**src/rtl/deserializer.sv**
```systemverilog
// Word-to-frame deserializer: collects N = OUT_WIDTH/IN_WIDTH accepted words
// into an assembly register and publishes the completed frame on a registered output.
module deserializer #(
  parameter int IN_WIDTH  = 16,
  parameter int OUT_WIDTH = 256,
  parameter int LSB_FIRST = 1
) (
  input  logic                 clk,
  input  logic                 reset,
  input  logic                 input_valid,
  input  logic [IN_WIDTH-1:0]  in,
  output logic                 output_valid,
  output logic [OUT_WIDTH-1:0] out
);

  localparam int N  = OUT_WIDTH / IN_WIDTH;
  localparam int CW = (N > 1) ? $clog2(N) : 1;

  if (((OUT_WIDTH % IN_WIDTH) != 0) || (N < 2)) begin : g_param_check
    $error("deserializer: OUT_WIDTH must be a multiple of IN_WIDTH with at least 2 words");
  end

  logic [CW-1:0]        r_cnt;
  logic [OUT_WIDTH-1:0] r_asm;
  logic [OUT_WIDTH-1:0] r_out;
  logic                 r_out_valid;

  logic [CW-1:0]        w_slice;
  logic                 w_last;
  logic [OUT_WIDTH-1:0] w_asm_next;

  assign w_slice = (LSB_FIRST != 0) ? r_cnt : (CW'(N - 1) - r_cnt);
  assign w_last  = (r_cnt == CW'(N - 1));

  // Frame with the current word merged in; on the last word this is what lands on out.
  always_comb begin
    w_asm_next = r_asm;
    w_asm_next[int'(w_slice) * IN_WIDTH +: IN_WIDTH] = in;
  end

  always_ff @(posedge clk) begin
    if (reset) begin
      r_cnt       <= '0;
      r_asm       <= '0;
      r_out       <= '0;
      r_out_valid <= 1'b0;
    end else begin
      r_out_valid <= 1'b0;
      if (input_valid) begin
        r_asm <= w_asm_next;
        if (w_last) begin
          r_cnt       <= '0;
          r_out       <= w_asm_next;
          r_out_valid <= 1'b1;
        end else begin
          r_cnt <= r_cnt + 1'b1;
        end
      end
    end
  end

  assign out          = r_out;
  assign output_valid = r_out_valid;

endmodule

```
**config.mk**
```make
export PLATFORM = sky130hd
export DESIGN_NAME = deserializer
export DESIGN_NICKNAME = d
export VERILOG_FILES = /design/src/rtl/deserializer.sv
export SDC_FILE = /design/constraint.sdc
export NUM_CORES = 1
export LEC_CHECK = 0
export ABC_CLOCK_PERIOD_IN_PS = 4900
export CORE_ASPECT_RATIO = 1.2
export CORE_UTILIZATION = 50
export CTS_BUF_LIST = sky130_fd_sc_hd__clkbuf_16
export CTS_CLUSTER_DIAMETER = 30
export CTS_CLUSTER_SIZE = 16
export DETAILED_ROUTE_END_ITERATION = 16
export DONT_BUFFER_PORTS = 1
export PLACE_DENSITY = 0.64
export SYNTH_ARGS = -nofsm -noshare
export SYNTH_HDL_FRONTEND = slang
export SYNTH_SLANG_ARGS = --single-unit
```
**constraint.sdc**
```tcl
create_clock -name clk -period 4.9 [get_ports clk]
set_input_delay 0.49 -clock clk [delete_from_list [all_inputs] [get_ports clk]]
set_output_delay 0.49 -clock clk [all_outputs]
set_load 0.005 [all_outputs]
```
==> flow_metrics.tcl <==
set metrics [dict create \
    finalCritPeriodShare_pct 79.32 \
    drc 0 \
    synth_nets 2393 \
    maxSlewHeadroom_pct 18.27 \
    worstMarginPinSlew_ns 1.226 \
    antennaDiodeCount 0 \
    min_path_cells 2 \
    drtPass1Iterations 5 \
    setup_viol 0 \
    drv_slew 0 \
    grt_max_degree 179 \
    dr.first_iter.drc_count 1314 \
    cts_buffers 98 \
    die_x_um 192.1 \
    final_cell_area_um2 25130 \
    fill_cells 3679 \
    syn_inst 2369 \
    power_leakage_nw 9.503 \
    cts-resized-gates 0 \
    wire_per_inst_um 23.15 \
    synthesis.area_um2 21680 \
    clock_path_buffers 3 \
    hpwl_um 40520 \
    ff2ff_setup_slack_ns 1.01 \
    fmaxAchievable_ghz 0.2573 \
    ios 276 \
    clk_pin_slew_ns 0.05 \
    ant_nets 0 \
    start_util_pct 50.66 \
    final_cell_mix "517 x dfxtp_1, 455 x nand2_1, 252 x mux2i_1, 150 x o311ai_0, 113 x nand2b_1" \
    dieArea_um2 44190 \
    place_area_um2 21630 \
    grt_pass1_vias 17248 \
    hold_class "in2reg" \
    final_layout_size_suffix_gt1_share_pct 10.42 \
    antenna_found_initial 0 \
    place_congestion 0.8432 \
    period_minus_slack_ns 3.887 \
    async_flop_share_pct 0 \
    status "complete, no violations" \
    synth_area_leaders "dfxtp_1 48%, mux2i_1 12%, nand2_1 7.9%" \
    htree_levels 3 \
    ir_worst_vdd_uv 308.9 \
    cts_setup_buffers 0 \
    synth_seq_area_share_pct 47.75 \
    yosysUniqueCellTypes 54 \
    cts_root_buf "clkbuf_16" \
    portBuffers 0 \
    reg2reg_depth 6 \
    cp-start-kind "register" \
    finClkSkew_ns 0.01821 \
    synthToLayoutAreaGrowth_pct 15.94 \
    via_count 17774 \
    pwr_density_cell_nw_per_um2 457.1 \
    ys.flop_type "dfxtp_1" \
    cp-end-kind "register" \
    dp.cells 2720 \
    mostFrequentLayoutCell "dfxtp_1" \
    grt_usage_pct 30.11 \
    drv_cap 0 \
    tritoncts "built" \
    via_per_inst 6.121 \
    coreArea_um2 42790 \
    ys_ff_latch 517 \
    row_count 83 \
    worstPathMaxFanout 18 \
    path_class "reg2reg" \
    grt_pass1_wl_um 103400 \
    final_cells 2904 \
    hold_violations 0 \
    yosysWarnings 0 \
    tns_ns 0 \
    postSynthAreaPerCell_um2 9.150 \
    rsz0062_at_grt "false" \
    synth_top_area_cell "dfxtp_1" \
    worstPathArrival_ns 4.39 \
    insertion_delay_ns 0.63 \
    fp.dieH_um 230.1 \
    cts.sinks 517 \
    worst_ep_required_time_ns 5.41 \
    netlist.area_leader.share_pct 47.75 \
    nets 2296 \
    synth_edf_count 0 \
    gr-total-overflow 0 \
    routed_wl_um 67230 \
]
## worst paths after layout
path / to / startpoint
worst max-delay path: out[40] / r_cnt[2]
worst min-delay path: r_asm[7] / in[7]
worst max register to register: out[40] / r_cnt[2]
worst min register to register: r_asm[2] / r_asm[2]
## state kept, by name (all words and copies together) (netlist names)
signal and cells:
out 256, output_valid 1, r_cnt 4, r_asm 256
## repair_timing
action | 4_1_cts | 5_1_grt
hold buffers | 4 | 0
setup endpoints to repair | 0 | 0
endpoints found under the hold margin | 81 | 0
## final cells by class
cell class	count	area, um^2	area share [%]
flip-flops and latches	517	10350	41.18
multi-input cells	1610	10300	40.98
clock buffers	100	2502	9.957
clock inverters	80	920.9	3.664
well taps	552	690.7	2.748
repair buffers	37	335.3	1.334
inverters	8	32.53	0.1294
## Yosys cell counts, types with 17 or more instances
cell	count
dfxtp_1	517
nand2_1	455
mux2i_1	252
clkbuf_1	161
o311ai_0	150
nand2b_1	113
o211ai_1	101
o21ai_0	100
nor2_1	99
a21oi_1	77
nand3_1	62
buf_2	44
nor2b_1	20
or3_1	18
and3_1	17
## worst max-delay path, cell delays in order (launching register included)
cell and delay, ns:
dfxtp_1 0.82, nor3_1 0.10, ha_1 0.77, inv_1 0.45, nor2_1 0.38, nand3_1 0.73, o211ai_1 0.50
## kinds of logic (layout without fill, tap and decap cells)
logic type / after synthesis / after routing / synth area share, %
DFF: 517 / 517 / 47.75
muxes: 266 / 266 / 12.36
adders and majority gates: 5 / 5 / 0.2886
xor gates and xnor gates: 4 / 4 / 0.3348
buffers and inverters: 242 / 225 / 4.808
and+or+nand+nor: 853 / 853 / 18.62
AOI/OAI and AO/OA: 482 / 482 / 15.84
## report_power, final
| part | internal, mW | total, mW | switching (mW) |
|---|---|---|---|
| Sequential | 4.22 | 4.23 | 0.00623 |
| Clock | 4.53 | 6.87 | 2.34 |
| Combinational | 0.0901 | 0.391 | 0.301 |
| Total | 8.84 | 11.5 | 2.65 |
## per-stage QoR
stage	power [mW]	setup WS, ns	utilization [%]	hold WS, ns
2_1_floorplan	4.600	2.034	-	0.4325
3_3_place_gp	4.659	1.307	50.56	0.4370
3_5_place_dp	4.664	1.156	50.56	0.4426
4_1_cts	11.56	1.136	58.74	0.003544
5_1_grt	11.80	0.8307	58.74	0.01669
6_report	11.49	1.014	58.74	0.02567
## routing by layer
layer	vias up	track usage, %	share of wire, %
met2	702	47.65	47
met3	150	8.150	8.6
met5	-	0	0
met4	0	14.27	3.9
li1	8271	-	-
met1	8651	37.78	41
No activity file was read; power rests on OpenSTA's default activity.
